## src/rtl/bcd_conv_sched_pkg.sv

```systemverilog
// Shared definitions for the sequential binary-to-BCD conversion engine.
package bcd_pkg;

    // Default operand width and BCD digit count (10^DIGITS must exceed 2^WIDTH-1).
    localparam int unsigned WIDTH_DEF  = 16;
    localparam int unsigned DIGITS_DEF = 5;
    localparam int unsigned DIGIT_W    = 4;

    // Controller state encoding, kept as plain constants for legacy compatibility.
    localparam logic [1:0] ST_IDLE  = 2'd0;
    localparam logic [1:0] ST_SHIFT = 2'd1;
    localparam logic [1:0] ST_DONE  = 2'd2;

    // Index of a requester (0 or 1).
    typedef logic req_id_t;

endpackage

```

## src/rtl/bcd_conv_sched_if.sv

```systemverilog
// Requester/result bundle between the datapath taps and the shared BCD converter.
interface bcd_conv_sched_if
    import bcd_pkg::*;
#(
    parameter int unsigned WIDTH  = WIDTH_DEF,
    parameter int unsigned DIGITS = DIGITS_DEF
);

    logic                        req0;
    logic                        req1;
    logic [WIDTH-1:0]            bin0;
    logic [WIDTH-1:0]            bin1;
    logic                        gnt0;
    logic                        gnt1;
    logic                        busy;
    logic                        done;
    req_id_t                     done_id;
    logic [DIGITS*DIGIT_W-1:0]   bcd;

    // Requester side: raises requests and operands, observes grants and results.
    modport master (
        output req0, req1, bin0, bin1,
        input  gnt0, gnt1, busy, done, done_id, bcd
    );

    // Converter side.
    modport slave (
        input  req0, req1, bin0, bin1,
        output gnt0, gnt1, busy, done, done_id, bcd
    );

endinterface

```

## src/rtl/bcd_conv_sched_dabble_step.sv

```systemverilog
// One shift-add-3 iteration: correct every BCD digit >= 5 by +3, then shift
// the whole {digits, operand} vector left by one bit.
module bcd_dabble_step
    import bcd_pkg::*;
#(
    parameter int unsigned WIDTH  = WIDTH_DEF,
    parameter int unsigned DIGITS = DIGITS_DEF
) (
    input  logic [DIGITS*DIGIT_W+WIDTH-1:0] vec_i,
    output logic [DIGITS*DIGIT_W+WIDTH-1:0] vec_o
);

    localparam int unsigned VW = DIGITS*DIGIT_W + WIDTH;

    logic [VW-1:0] adj;

    // Per-digit correction (4-bit, no carry out) followed by the one-bit shift.
    always_comb begin
        adj = vec_i;
        for (int unsigned d = 0; d < DIGITS; d++) begin
            if (vec_i[WIDTH + d*DIGIT_W +: DIGIT_W] >= 4'd5) begin
                adj[WIDTH + d*DIGIT_W +: DIGIT_W] = vec_i[WIDTH + d*DIGIT_W +: DIGIT_W] + 4'd3;
            end
        end
        vec_o = {adj[VW-2:0], 1'b0};
    end

endmodule

```

## src/rtl/bcd_conv_sched.sv

```systemverilog
// Shared iterative binary-to-BCD converter with a two-requester round-robin
// front end. One conversion takes WIDTH shift cycles plus grant and done cycles.
module bcd_conv_sched
    import bcd_pkg::*;
#(
    parameter int unsigned WIDTH  = WIDTH_DEF,
    parameter int unsigned DIGITS = DIGITS_DEF
) (
    input  logic              clk,
    input  logic              rst_n,
    bcd_conv_sched_if.slave   bus
);

    localparam int unsigned BW = DIGITS*DIGIT_W;
    localparam int unsigned VW = BW + WIDTH;
    localparam int unsigned CW = (WIDTH > 1) ? $clog2(WIDTH) : 1;

    logic [1:0]     state_q, state_d;
    req_id_t        prio_q, prio_d;
    req_id_t        owner_q, owner_d;
    req_id_t        done_id_q, done_id_d;
    logic           gnt0_q, gnt0_d;
    logic           gnt1_q, gnt1_d;
    logic           done_q, done_d;
    logic [BW-1:0]  bcd_q, bcd_d;
    logic [VW-1:0]  vec_q, vec_d;
    logic [CW-1:0]  cnt_q, cnt_d;
    logic [VW-1:0]  step_vec;
    req_id_t        pick;

    bcd_dabble_step #(.WIDTH(WIDTH), .DIGITS(DIGITS)) u_step (
        .vec_i (vec_q),
        .vec_o (step_vec)
    );

    // Arbitration, iteration control and result publication.
    always_comb begin
        state_d   = state_q;
        prio_d    = prio_q;
        owner_d   = owner_q;
        done_id_d = done_id_q;
        gnt0_d    = 1'b0;
        gnt1_d    = 1'b0;
        done_d    = 1'b0;
        bcd_d     = bcd_q;
        vec_d     = vec_q;
        cnt_d     = cnt_q;
        // Requester 1 wins when it is alone or when both ask and it holds priority.
        pick      = bus.req1 & (~bus.req0 | prio_q);
        case (state_q)
            ST_IDLE: begin
                if (bus.req0 | bus.req1) begin
                    gnt0_d  = ~pick;
                    gnt1_d  = pick;
                    vec_d   = {{BW{1'b0}}, (pick ? bus.bin1 : bus.bin0)};
                    cnt_d   = '0;
                    owner_d = pick;
                    prio_d  = ~pick;
                    state_d = ST_SHIFT;
                end
            end
            ST_SHIFT: begin
                vec_d = step_vec;
                cnt_d = cnt_q + 1'b1;
                if (cnt_q == CW'(WIDTH-1)) begin
                    state_d = ST_DONE;
                end
            end
            ST_DONE: begin
                bcd_d     = vec_q[VW-1 -: BW];
                done_id_d = owner_q;
                done_d    = 1'b1;
                state_d   = ST_IDLE;
            end
            default: begin
                state_d = ST_IDLE;
            end
        endcase
    end

    // State and output registers; reset aborts any conversion in flight.
    always_ff @(posedge clk or negedge rst_n) begin
        if (!rst_n) begin
            state_q   <= ST_IDLE;
            prio_q    <= 1'b0;
            owner_q   <= 1'b0;
            done_id_q <= 1'b0;
            gnt0_q    <= 1'b0;
            gnt1_q    <= 1'b0;
            done_q    <= 1'b0;
            bcd_q     <= '0;
            vec_q     <= '0;
            cnt_q     <= '0;
        end else begin
            state_q   <= state_d;
            prio_q    <= prio_d;
            owner_q   <= owner_d;
            done_id_q <= done_id_d;
            gnt0_q    <= gnt0_d;
            gnt1_q    <= gnt1_d;
            done_q    <= done_d;
            bcd_q     <= bcd_d;
            vec_q     <= vec_d;
            cnt_q     <= cnt_d;
        end
    end

    assign bus.gnt0    = gnt0_q;
    assign bus.gnt1    = gnt1_q;
    assign bus.busy    = (state_q != ST_IDLE);
    assign bus.done    = done_q;
    assign bus.done_id = done_id_q;
    assign bus.bcd     = bcd_q;

endmodule

```

## src/flat_wrapper.sv

```systemverilog
// flat-port wrapper written by rule: the top's interface ports become plain ports
module bcd_conv_sched_flat import bcd_pkg::*;
#(
    parameter int unsigned WIDTH  = WIDTH_DEF,
    parameter int unsigned DIGITS = DIGITS_DEF
)
  (clk, rst_n, bus_req0, bus_req1, bus_bin0, bus_bin1, bus_gnt0, bus_gnt1, bus_busy, bus_done, bus_done_id, bus_bcd);
  bcd_conv_sched_if #(.WIDTH(WIDTH), .DIGITS(DIGITS)) bus_i ();
  input  logic clk;
  input  logic rst_n;
  input wire logic [$bits(bus_i.req0)-1:0] bus_req0;
  input wire logic [$bits(bus_i.req1)-1:0] bus_req1;
  input wire logic [$bits(bus_i.bin0)-1:0] bus_bin0;
  input wire logic [$bits(bus_i.bin1)-1:0] bus_bin1;
  output wire logic [$bits(bus_i.gnt0)-1:0] bus_gnt0;
  output wire logic [$bits(bus_i.gnt1)-1:0] bus_gnt1;
  output wire logic [$bits(bus_i.busy)-1:0] bus_busy;
  output wire logic [$bits(bus_i.done)-1:0] bus_done;
  output wire logic [$bits(bus_i.done_id)-1:0] bus_done_id;
  output wire logic [$bits(bus_i.bcd)-1:0] bus_bcd;
  assign bus_i.req0 = bus_req0;
  assign bus_i.req1 = bus_req1;
  assign bus_i.bin0 = bus_bin0;
  assign bus_i.bin1 = bus_bin1;
  assign bus_gnt0 = bus_i.gnt0;
  assign bus_gnt1 = bus_i.gnt1;
  assign bus_busy = bus_i.busy;
  assign bus_done = bus_i.done;
  assign bus_done_id = bus_i.done_id;
  assign bus_bcd = bus_i.bcd;
  bcd_conv_sched #(.WIDTH(WIDTH), .DIGITS(DIGITS)) u_core (.clk(clk), .rst_n(rst_n), .bus(bus_i));
endmodule
```

## config.mk

```make
export PLATFORM = sky130hd
export DESIGN_NAME = bcd_conv_sched_flat
export DESIGN_NICKNAME = d
export VERILOG_FILES = /design/src/rtl/bcd_conv_sched_pkg.sv /design/src/rtl/bcd_conv_sched_if.sv /design/src/rtl/bcd_conv_sched_dabble_step.sv /design/src/rtl/bcd_conv_sched.sv /design/src/flat_wrapper.sv
export SDC_FILE = /design/constraint.sdc
export NUM_CORES = 1
export LEC_CHECK = 0
export BUFFER_PORTS_ARGS = -buffer_cell sky130_fd_sc_hd__buf_2
export CAP_MARGIN = 30
export CORE_MARGIN = 2
export CORE_UTILIZATION = 60
export CTS_CLUSTER_DIAMETER = 200
export DETAILED_ROUTE_END_ITERATION = 8
export PLACE_DENSITY = 0.94
export SLEW_MARGIN = 5
export SYNTH_ARGS = -nofsm -noshare
export SYNTH_HDL_FRONTEND = slang
export SYNTH_HIERARCHICAL = 1
export SYNTH_SLANG_ARGS = --single-unit
```

## constraint.sdc

```tcl
create_clock -name clk -period 3.2 [get_ports clk]
set_input_delay 0.64 -clock clk [delete_from_list [all_inputs] [get_ports clk]]
set_output_delay 0.64 -clock clk [all_outputs]
set_load 0.05 [all_outputs]
```

==> results.tsv, run 1 <==
metric	value	unit
worst-setup-path-type	register to output pin	
synthTopCellsByArea	dfrtp_1 (48%), nand2_1 (7.8%), mux2_2 (6.7%)	
grt_pass1_vias	2738	
fill_cells	412	
core-area	5610	um^2
clk_latency	0.33	ns
start_util	63.2	%
startpoint_type	register	
min_path_type	input port to async pin	
cts_buffers	9	
rows	27	
cp-end-kind	output pin	
post-dp-hpwl	4.92	mm
portBuffers	60	
ff2ff_path_depth	5	
yosys_warnings	6	
fin_skew	0.00579	ns
holdWs	0.398	ns
grt_pass1_wl	12.0	mm
p_comb_share	43.3	%
r2r_start	u_core/state_q[0]$_DFFE_PN0P_	
yosysSeqAreaShare	48.0	%
netlist_top_cells_count	nand2_1 (74), dfrtp_1 (68), nand3_1 (22)	
final_cell_area	3940	um^2
p_leak	2.01	nW
synth_top_area_cell	dfrtp_1	
diodes	0	
peakVddDrop	0.608	mV
synth_flop_cell	dfrtp_1	
worst_slew_pin_slew	0.915	ns
power_frac_clock	18.4	%
drv_cap	0	
status	finished, final reports clean	
areaGrowthSynthToFinish	11.2	%
drive_gt1_share	28.5	%
routabilityCongestion	0.803	
setup_violations	0	
wl_met1	3.05	mm
r2r_end	u_core/cnt_q[3]$_DFFE_PN0P_	
yosysMostFrequentCell	nand2_1	
grt_setup_unrepaired	no	
dr_wl_met3	309	um
powerDensity	1010	nW/um^2
ios	61	
wire_per_inst	14.9	um
clk_path_buf_depth	2	
placed_cells	461	
ant_nets	0	
cp_max_fo	10	
p_sw_share	42.1	%
vias_per_cell	5.65	
period_minus_slack	2.07	ns
cts_num_sinks	68	
crit_start	u_core/state_q[0]$_DFFE_PN0P_	
synth.top_cell.area_share	48.0	%
dieArea	6540	um^2
fin_crit_sh	64.7	%
postCtsResizedCells	0	
worst_slack	1.13	ns
r2r_setup_slack	1.28	ns
grt_usage	23.9	%
drcViolationCount	0	
synth-seq-cells	68	
arrival	1.43	ns
antenna_found_initial	0	
num_vias	2683	
cts_tree	built	
finalNonFillerCells	475	
cp.required	2.56	ns
synth_cells	358	
postCtsSetupBuffers	0	
synth_edf_count	0	
die_y	80.9	um
post-place-ws	0.950	ns
cts-root-buf	clkbuf_8	
synth.net_count	405	
p_sw	0.00167	W
cts_max_level	3	
slew-limit-headroom	39.0	%
worstSetupEndpoint	bus_busy	
setup_tns	0	ns
die_w	80.9	um
fmax	483	MHz
firstDrtPassIters	5	
grt_start_max_net_pins	39	
maxSlewViolCount	0	
postPlaceCellArea	3730	um^2
fin_nets	447	
netlist_area	3550	um^2
dr_wl_met2	3.57	mm
postCtsHoldBufs	0	
async_reset_ff_share	100	%
wl	7.07	mm
avgSynthCellArea	9.90	um^2
report.final.hold_viol_count	0	
synth_cell_types	33	
p_seq_share	38.3	%
overflow	0	
power.internal	0.00230	W
drt-initial-drc-count	204	
clk_pin_slew	0.07	ns
top_layer	met4	
worst max-delay path: stages (launching register included):
cell,delay (ns)
dfrtp_1,0.50
nor2_2,0.28
inv_1,0.10
buf_2,0.22
metal layers:
metal / vias to the layer above / track usage (%)
li1: 1268 / -
met1: 1312 / 28.1
met2: 87 / 41.9
met3: 16 / 4.33
met4: 0 / 11.5
met5: - / 0
metrics by stage:
step,total power [W],util (%)
finish,0.00397,70.3
global placement,0.00310,66.6
detailed placement,0.00324,66.6
floorplan,0.00296,-
global route,0.00427,70.3
CTS,0.00399,70.3
cell families (layout without fill, tap and decap cells):
group | Yosys count | in the layout | share of synthesized area, %
AO/OA/AOI/OAI | 60 | 60 | 10.6
XOR/XNOR | 5 | 5 | 1.23
adder cells (fa/ha/maj) | 11 | 11 | 3.88
buffers and inverters | 47 | 92 | 8.64
flip-flops | 68 | 68 | 48.0
multiplexers | 37 | 37 | 11.2
other | 1 | 1 | 0.106
AND/OR/NAND/NOR | 129 | 129 | 16.4
power by group through the flow:
stage          clock network (W)  logic [W]  registers (W)
3_5_place_dp                   0    0.00172        0.00152
4_1_cts                 0.000749    0.00173        0.00151
3_3_place_gp                   0    0.00160        0.00150
2_1_floorplan                  0    0.00129        0.00167
6_report                0.000733    0.00172        0.00152
5_1_grt                 0.000786    0.00192        0.00156
cell type report:
class	instances	area (um^2)	area share [%]
multi-input combinational	243	1550	39.2
timing repair buffer	67	353	8.95
sequential	68	1700	43.2
clock inverter	1	30.0	0.762
inverter	11	41.3	1.05
tap	72	90.1	2.29
clock buffer	13	179	4.54
flip-flops by register name, indices dropped and copies added, names as in the netlist, 2 cells and up:
name	cells
u_core/vec_q	36
u_core/bus.bcd	20
u_core/cnt_q	4
u_core/state_q	2
layout by cell type, fill, tap and decap left out, drive strengths merged, types with 5 or more instances in the layout:
| master | netlist | layout |
|---|---|---|
| mux2 | 21 | 21 |
| dfrtp | 68 | 68 |
| nand3 | 22 | 22 |
| nand2b | 11 | 11 |
| nand2 | 74 | 74 |
| ha | 11 | 11 |
| mux2i | 16 | 16 |
| o31ai | 5 | 5 |
| o21ai | 30 | 30 |
| a21oi | 13 | 13 |
| xnor2 | 5 | 5 |
| a22oi | 11 | 11 |
| nor2 | 9 | 9 |
| nor2b | 8 | 8 |
| inv | 11 | 11 |
| buf | 34 | 67 |
| clkbuf | 2 | 13 |
how the worst min path moves through the flow:
stage | start | end | slack [ns] | depth (start not counted)
floorplan | rst_n | u_core/bus.bcd[0]$_DFFE_PN0P_ | 0.34 | 0
global placement | u_core/vec_q[1]$_DFFE_PN0P_ | u_core/vec_q[1]$_DFFE_PN0P_ | 0.47 | 2
detailed placement | u_core/vec_q[15]$_DFFE_PN0P_ | u_core/vec_q[16]$_DFFE_PN0P_ | 0.47 | 2
CTS | rst_n | u_core/vec_q[33]$_DFFE_PN0P_ | 0.41 | 1
global route | rst_n | u_core/bus.bcd[19]$_DFFE_PN0P_ | 0.46 | 1
finish | rst_n | u_core/vec_q[33]$_DFFE_PN0P_ | 0.40 | 1
(Power assumes the default switching activity.)
==> inputs of run 2 (changes only) <==
ABC_AREA = 1   (was not set)
CORE_UTILIZATION = 56   (was 60)
PLACE_DENSITY = 0.88   (was 0.94)
clock period = 2 ns   (was 3.2 ns; I/O delays follow)
==> results.tsv, run 2 <==
metric	value	unit	change
met1_usage	27.9	%	-0.25 points
maxSlewViolCount	0		unchanged
postCtsResizedCells	0		unchanged
arrival	1.26	ns	-0.17 ns
postCtsSetupBuffers	0		unchanged
synth-seq-cells	68		unchanged
fin_nets	565		+26%
power.internal	0.00394	W	+71%
report.final.hold_viol_count	0		unchanged
final_cell_area	4140	um^2	+5.0%
rows	29		+7.4%
ff2ff_path_depth	6		+1
grt_pass1_wl	13.1	mm	+9.0%
num_vias	3145		+17%
netlist_area	3700	um^2	+4.4%
die_y	85.3	um	+5.5%
wire_per_inst	12.6	um	-15%
synth_cells	476		+33%
grtUsageMet3	4.96	%	+0.63 points
fin_skew	0.00840	ns	+0.00261 ns
drt-initial-drc-count	233		+14%
fmax	601	MHz	
grt_util_met2	38.4	%	-3.5 points
vias_per_cell	5.24		-7.2%
routabilityCongestion	0.846		+5.3%
core-area	6390	um^2	+14%
cts_max_level	3		unchanged
p_sw	0.00364	W	+120%
largest_register_ffs	36		unchanged
r2r_end	u_core/cnt_q[2]$_DFFE_PN0P_		
post-dp-hpwl	5.25	mm	+6.8%
startpoint_type	register		
wl	7.57	mm	+7.0%
yosys_warnings	6		unchanged
power_frac_clock	16.5	%	-1.9 points
synthTopCellsByArea	dfrtp_1 (46%), nand2_1 (13%), o21ai_0 (7.8%)		
synth_edf_count	0		unchanged
clk_path_buf_depth	2		unchanged
grt_setup_unrepaired	no		
cts_num_sinks	68		unchanged
clk_pin_slew	0.07	ns	about the same
p_sw_share	48.0	%	+6.0 points
netlist_top_cells_count	nand2_1 (132), inv_1 (76), dfrtp_1 (68)		
p_seq_share	33.4	%	-4.9 points
areaGrowthSynthToFinish	11.8	%	
p_comb_share	50.1	%	+6.8 points
setup_violations	0		unchanged
ios	61		unchanged
synth.net_count	523		+29%
antenna_found_initial	0		unchanged
cts-root-buf	clkbuf_8		
postPlaceCellArea	3910	um^2	+4.8%
r2r_start	u_core/state_q[1]$_DFFE_PN0P_		
cp.required	1.60	ns	-0.96 ns
yosysSeqAreaShare	46.0	%	-2.0 points
layout_commonest_cell	nand2_1		
status	finished, final reports clean		
postCtsHoldBufs	0		unchanged
worst-setup-path-type	register to output pin		
synth_flop_cell	dfrtp_1		
die_w	85.3	um	+5.5%
portBuffers	60		unchanged
synth_cell_types	27		-18%
cp-end-kind	output pin		
grt_usage	22.3	%	-1.5 points
peakVddDrop	1.01	mV	+66%
period_minus_slack	1.66	ns	
grt_start_max_net_pins	49		+26%
cp_max_fo	4		-6
dieArea	7280	um^2	+11%
yosysMostFrequentCell	nand2_1		
final_cell_mix	nand2_1 (132), inv_1 (76), dfrtp_1 (68)		
max_flop_register	u_core/vec_q		
drcViolationCount	0		unchanged
top_usage_layer	met2		
synth.top_cell.area_share	46.0	%	-2.0 points
overflow	0		unchanged
setup_tns	0	ns	unchanged
r2r_setup_slack	0.44	ns	-0.84 ns
start_util	58.0	%	-5.3 points
min_path_type	input port to async pin		
powerDensity	1830	nW/um^2	+82%
fin_crit_sh	83.2	%	
cts_tree	built		
firstDrtPassIters	5		unchanged
fill_cells	519		+26%
diodes	0		unchanged
drive_gt1_share	18.9	%	-9.6 points
drv_cap	0		unchanged
clk_latency	0.34	ns	about the same
synth_top_area_cell	dfrtp_1		
p_leak	2.27	nW	+13%
ant_nets	0		unchanged
avgSynthCellArea	7.78	um^2	-21%
cts_buffers	9		unchanged
grt_pass1_vias	3051		+11%
async_reset_ff_share	100	%	unchanged
[run 2: worst max-delay path by stage]
stage	start	end	slack, ns	depth (start not counted)
after global routing	u_core/state_q[0]$_DFFE_PN0P_	bus_busy	0.26	3
final	u_core/state_q[0]$_DFFE_PN0P_	bus_busy	0.34	3
after CTS	u_core/state_q[0]$_DFFE_PN0P_	bus_busy	0.34	3
after global placement	bus_req1	u_core/vec_q[15]$_DFFE_PN0P_	0.44	6
after detailed placement	bus_req1	u_core/vec_q[0]$_DFFE_PN0P_	0.37	6
after floorplan	u_core/state_q[1]$_DFFE_PN0P_	u_core/vec_q[12]$_DFFE_PN0P_	0.45	7
[run 2: area by class of cell]
| cell class | instances | area [um^2] | area share (%) |
|---|---|---|---|
| clock inverter | 6 | 87.6 | 2.12 |
| clock buffer | 10 | 138 | 3.33 |
| sequential | 68 | 1700 | 41.1 |
| multi-input combinational | 297 | 1480 | 35.7 |
| inverter | 78 | 293 | 7.08 |
| timing repair buffer | 64 | 343 | 8.29 |
| tap | 77 | 96.3 | 2.33 |
[run 2: power groups by stage]
stage	Combinational [W]	Sequential (W)	Clock, W
floorplan	0.00253	0.00315	0
global placement	0.00359	0.00250	0
detailed placement	0.00377	0.00253	0
CTS	0.00380	0.00253	0.00128
global route	0.00426	0.00262	0.00135
finish	0.00380	0.00253	0.00125
[run 2: critical path, stage by stage (launching register included)]
cell     delay (ns)
dfrtp_1        0.41
inv_1          0.06
nand2_1        0.15
buf_2          0.30
[run 2: cells by family (layout without fill, tap and decap cells)]
| logic type | after synthesis | count (layout) | share of synthesized area [%] |
|---|---|---|---|
| buf+inv | 111 | 158 | 14.1 |
| other cells | 1 | 1 | 0.101 |
| fa+ha+maj | 11 | 11 | 3.72 |
| flops | 68 | 68 | 46.0 |
| compound gates | 78 | 78 | 11.4 |
| simple gates | 207 | 207 | 24.7 |
[run 2: stage by stage]
stage	worst slack [ns]	util, %	hold slack (ns)	instances	power (W)
2_1_floorplan	0.452	-	0.104	476	0.00568
3_3_place_gp	0.441	61.2	0.378	584	0.00609
3_5_place_dp	0.372	61.2	0.383	584	0.00630
4_1_cts	0.335	64.8	0.0128	600	0.00760
5_1_grt	0.259	64.8	0.0304	600	0.00823
6_report	0.337	64.8	0.0114	600	0.00758
[run 2: routing by layer]
layer | share of wire, % | vias to the layer above
met5 | 0 | -
met4 | 1.5 | 0
met3 | 6.3 | 15
met2 | 50 | 106
met1 | 42 | 1473
li1 | - | 1551
==> inputs of run 3 (changes only) <==
clock period = 1.6 ns   (was 2 ns; I/O delays follow)
==> results.tsv, run 3 (same netlist as run 2, synthesis figures left out) <==
metric	value	unit	change
status	finished, final reports clean		
max_flop_register	u_core/vec_q		
max_stage_delay	0.38	ns	-0.03 ns
antenna_found_initial	0		unchanged
die_y	85.3	um	unchanged
areaGrowthSynthToFinish	10.9	%	
maxSlewViolCount	0		unchanged
fmax	662	MHz	
cp_max_fo	3		-1
grt_pass1_wl	12.4	mm	-5.5%
diodes	0		unchanged
arrival	1.19	ns	-0.07 ns
powerDensity	2220	nW/um^2	+21%
crit_slowest_cell	dfrtp_1		
cp-end-kind	output pin		
num_vias	3055		-2.9%
report.final.hold_viol_count	0		unchanged
overflow	0		unchanged
p_leak	2.26	nW	-0.29%
clk_latency	0.34	ns	about the same
start_util	58.0	%	unchanged
layout_commonest_cell	nand2_1		
multi_input_area	1480	um^2	unchanged
seq_area	1700	um^2	about the same
power	0.00912	W	+20%
startpoint_type	register		
clk_pin_slew	0.07	ns	about the same
p_seq_share	34.6	%	+1.2 points
wire_per_inst	12.1	um	-4.0%
period_minus_slack	1.51	ns	
fill_cells	558		+7.5%
power.internal	0.00464	W	+18%
p_comb_share	52.2	%	+2.1 points
largest_register_ffs	36		unchanged
wl	7.29	mm	-3.7%
grt_setup_unrepaired	no		
cp_cell_sequence	inv_1, nand2_1, clkbuf_4		
cts_max_level	3		unchanged
clk_path_buf_depth	2		unchanged
ant_nets	0		unchanged
grt_start_max_net_pins	69		+41%
cts_buffers	9		unchanged
peakVddDrop	1.33	mV	+32%
fin_nets	569		+0.71%
fin_crit_sh	94.4	%	
worst-setup-path-type	register to output pin		
ios	61		unchanged
drt-initial-drc-count	199		-15%
cts_tree	built		
drv_cap	0		unchanged
portBuffers	60		unchanged
holdWs	0.294	ns	+0.282 ns
rows	29		unchanged
firstDrtPassIters	5		unchanged
grt_pass1_vias	2877		-5.7%
min_path_type	input port to register		
final_cell_mix	nand2_1 (132), inv_1 (76), dfrtp_1 (67)		
drcViolationCount	0		unchanged
final_cell_area	4110	um^2	-0.76%
setup_violations	0		unchanged
placed_cells	587		+0.51%
grt_usage	21.3	%	-1.0 points
power_frac_clock	13.2	%	-3.3 points
setup_tns	0	ns	unchanged
drive_gt1_share	18.9	%	-0.072 points
vias_per_cell	5.07		-3.2%
finalNonFillerCells	602		+0.33%
post-dp-hpwl	5.17	mm	-1.6%
routabilityCongestion	0.840		-0.79%
cts-root-buf	clkbuf_8		
dieArea	7280	um^2	unchanged
postPlaceCellArea	3930	um^2	+0.58%
fin_skew	0.00719	ns	-0.00121 ns
p_sw	0.00448	W	+23%
cp.required	1.28	ns	-0.32 ns
p_sw_share	49.1	%	+1.1 points
die_w	85.3	um	unchanged
core-area	6390	um^2	unchanged
cts_num_sinks	68		unchanged
[run 3: cell types whose count changed in the layout (fill, tap and decap cells not counted)]
cell           delta
dlygate4sd3_1     +1
dfrtp_2           +1
clkinvlp_4        -2
clkbuf_1          +2
buf_4             +3
dfrtp_1           -1
bufinv_16         -2
buf_2             -1
clkbuf_4          +1
[run 3: path summary, 6_finish.rpt]
path | startpoint | slack [ns] | cells after the start | endpoint
setup reg to reg | u_core/vec_q[20]$_DFFE_PN0P_ | 0.16 | 9 | u_core/vec_q[21]$_DFFE_PN0P_
max in group asynchronous | rst_n | 0.79 | 3 | u_core/vec_q[24]$_DFFE_PN0P_
min in group asynchronous | rst_n | 0.51 | 3 | u_core/vec_q[22]$_DFFE_PN0P_
hold reg to reg | u_core/bus.bcd[3]$_DFFE_PN0P_ | 0.48 | 2 | u_core/bus.bcd[3]$_DFFE_PN0P_
setup / recovery | u_core/state_q[1]$_DFFE_PN0P_ | 0.09 | 3 | bus_busy
hold / removal | bus_bin0[1] | 0.29 | 5 | u_core/vec_q[1]$_DFFE_PN0P_
[run 3: final cells by class]
class | count | area share (%)
flip-flops and latches | 68 | 41.5
well taps | 77 | 2.35
repair buffers | 68 | 9.20
inverters | 78 | 7.13
clock buffers | 12 | 3.54
multi-input cells | 297 | 36.0
clock inverters | 2 | 0.305
[run 3: what timing repair did]
item / 4_1_cts / 5_1_grt
resized for setup: 0 / 2
endpoints found under the hold margin: 4 / 0
setup buffers: 0 / 0
setup endpoints to repair: 0 / 2
hold buffers: 1 / 0
[run 3: through the flow]
stage	worst slack (ns)	util [%]
finish	0.0892	64.3
global route	0.00954	64.3
CTS	0.0400	64.2
detailed placement	0.169	61.6
global placement	0.234	61.6
floorplan	0.0520	-
[run 3: power groups by stage]
stage | Sequential (W) | Clock [W] | Combinational [W]
floorplan | 0.00394 | 0 | 0.00316
global placement | 0.00313 | 0 | 0.00452
detailed placement | 0.00317 | 0 | 0.00477
CTS | 0.00315 | 0.00122 | 0.00478
global route | 0.00327 | 0.00128 | 0.00537
finish | 0.00316 | 0.00120 | 0.00477
[run 3: worst max-delay path: cells and delay by family (launching register included)]
family	cells	cell delay, ns
flip-flops	1	0.38
AND/OR/NAND/NOR	1	0.13
buffers and inverters	2	0.34
[run 3: routing by layer]
metal | up-vias | wire length [um] | global-route usage, %
li1 | 1560 | - | -
met1 | 1391 | 3230 | 26.8
met2 | 94 | 3570 | 36.6
met3 | 10 | 374 | 3.21
met4 | 0 | 119 | 9.09
met5 | - | 0 | 0
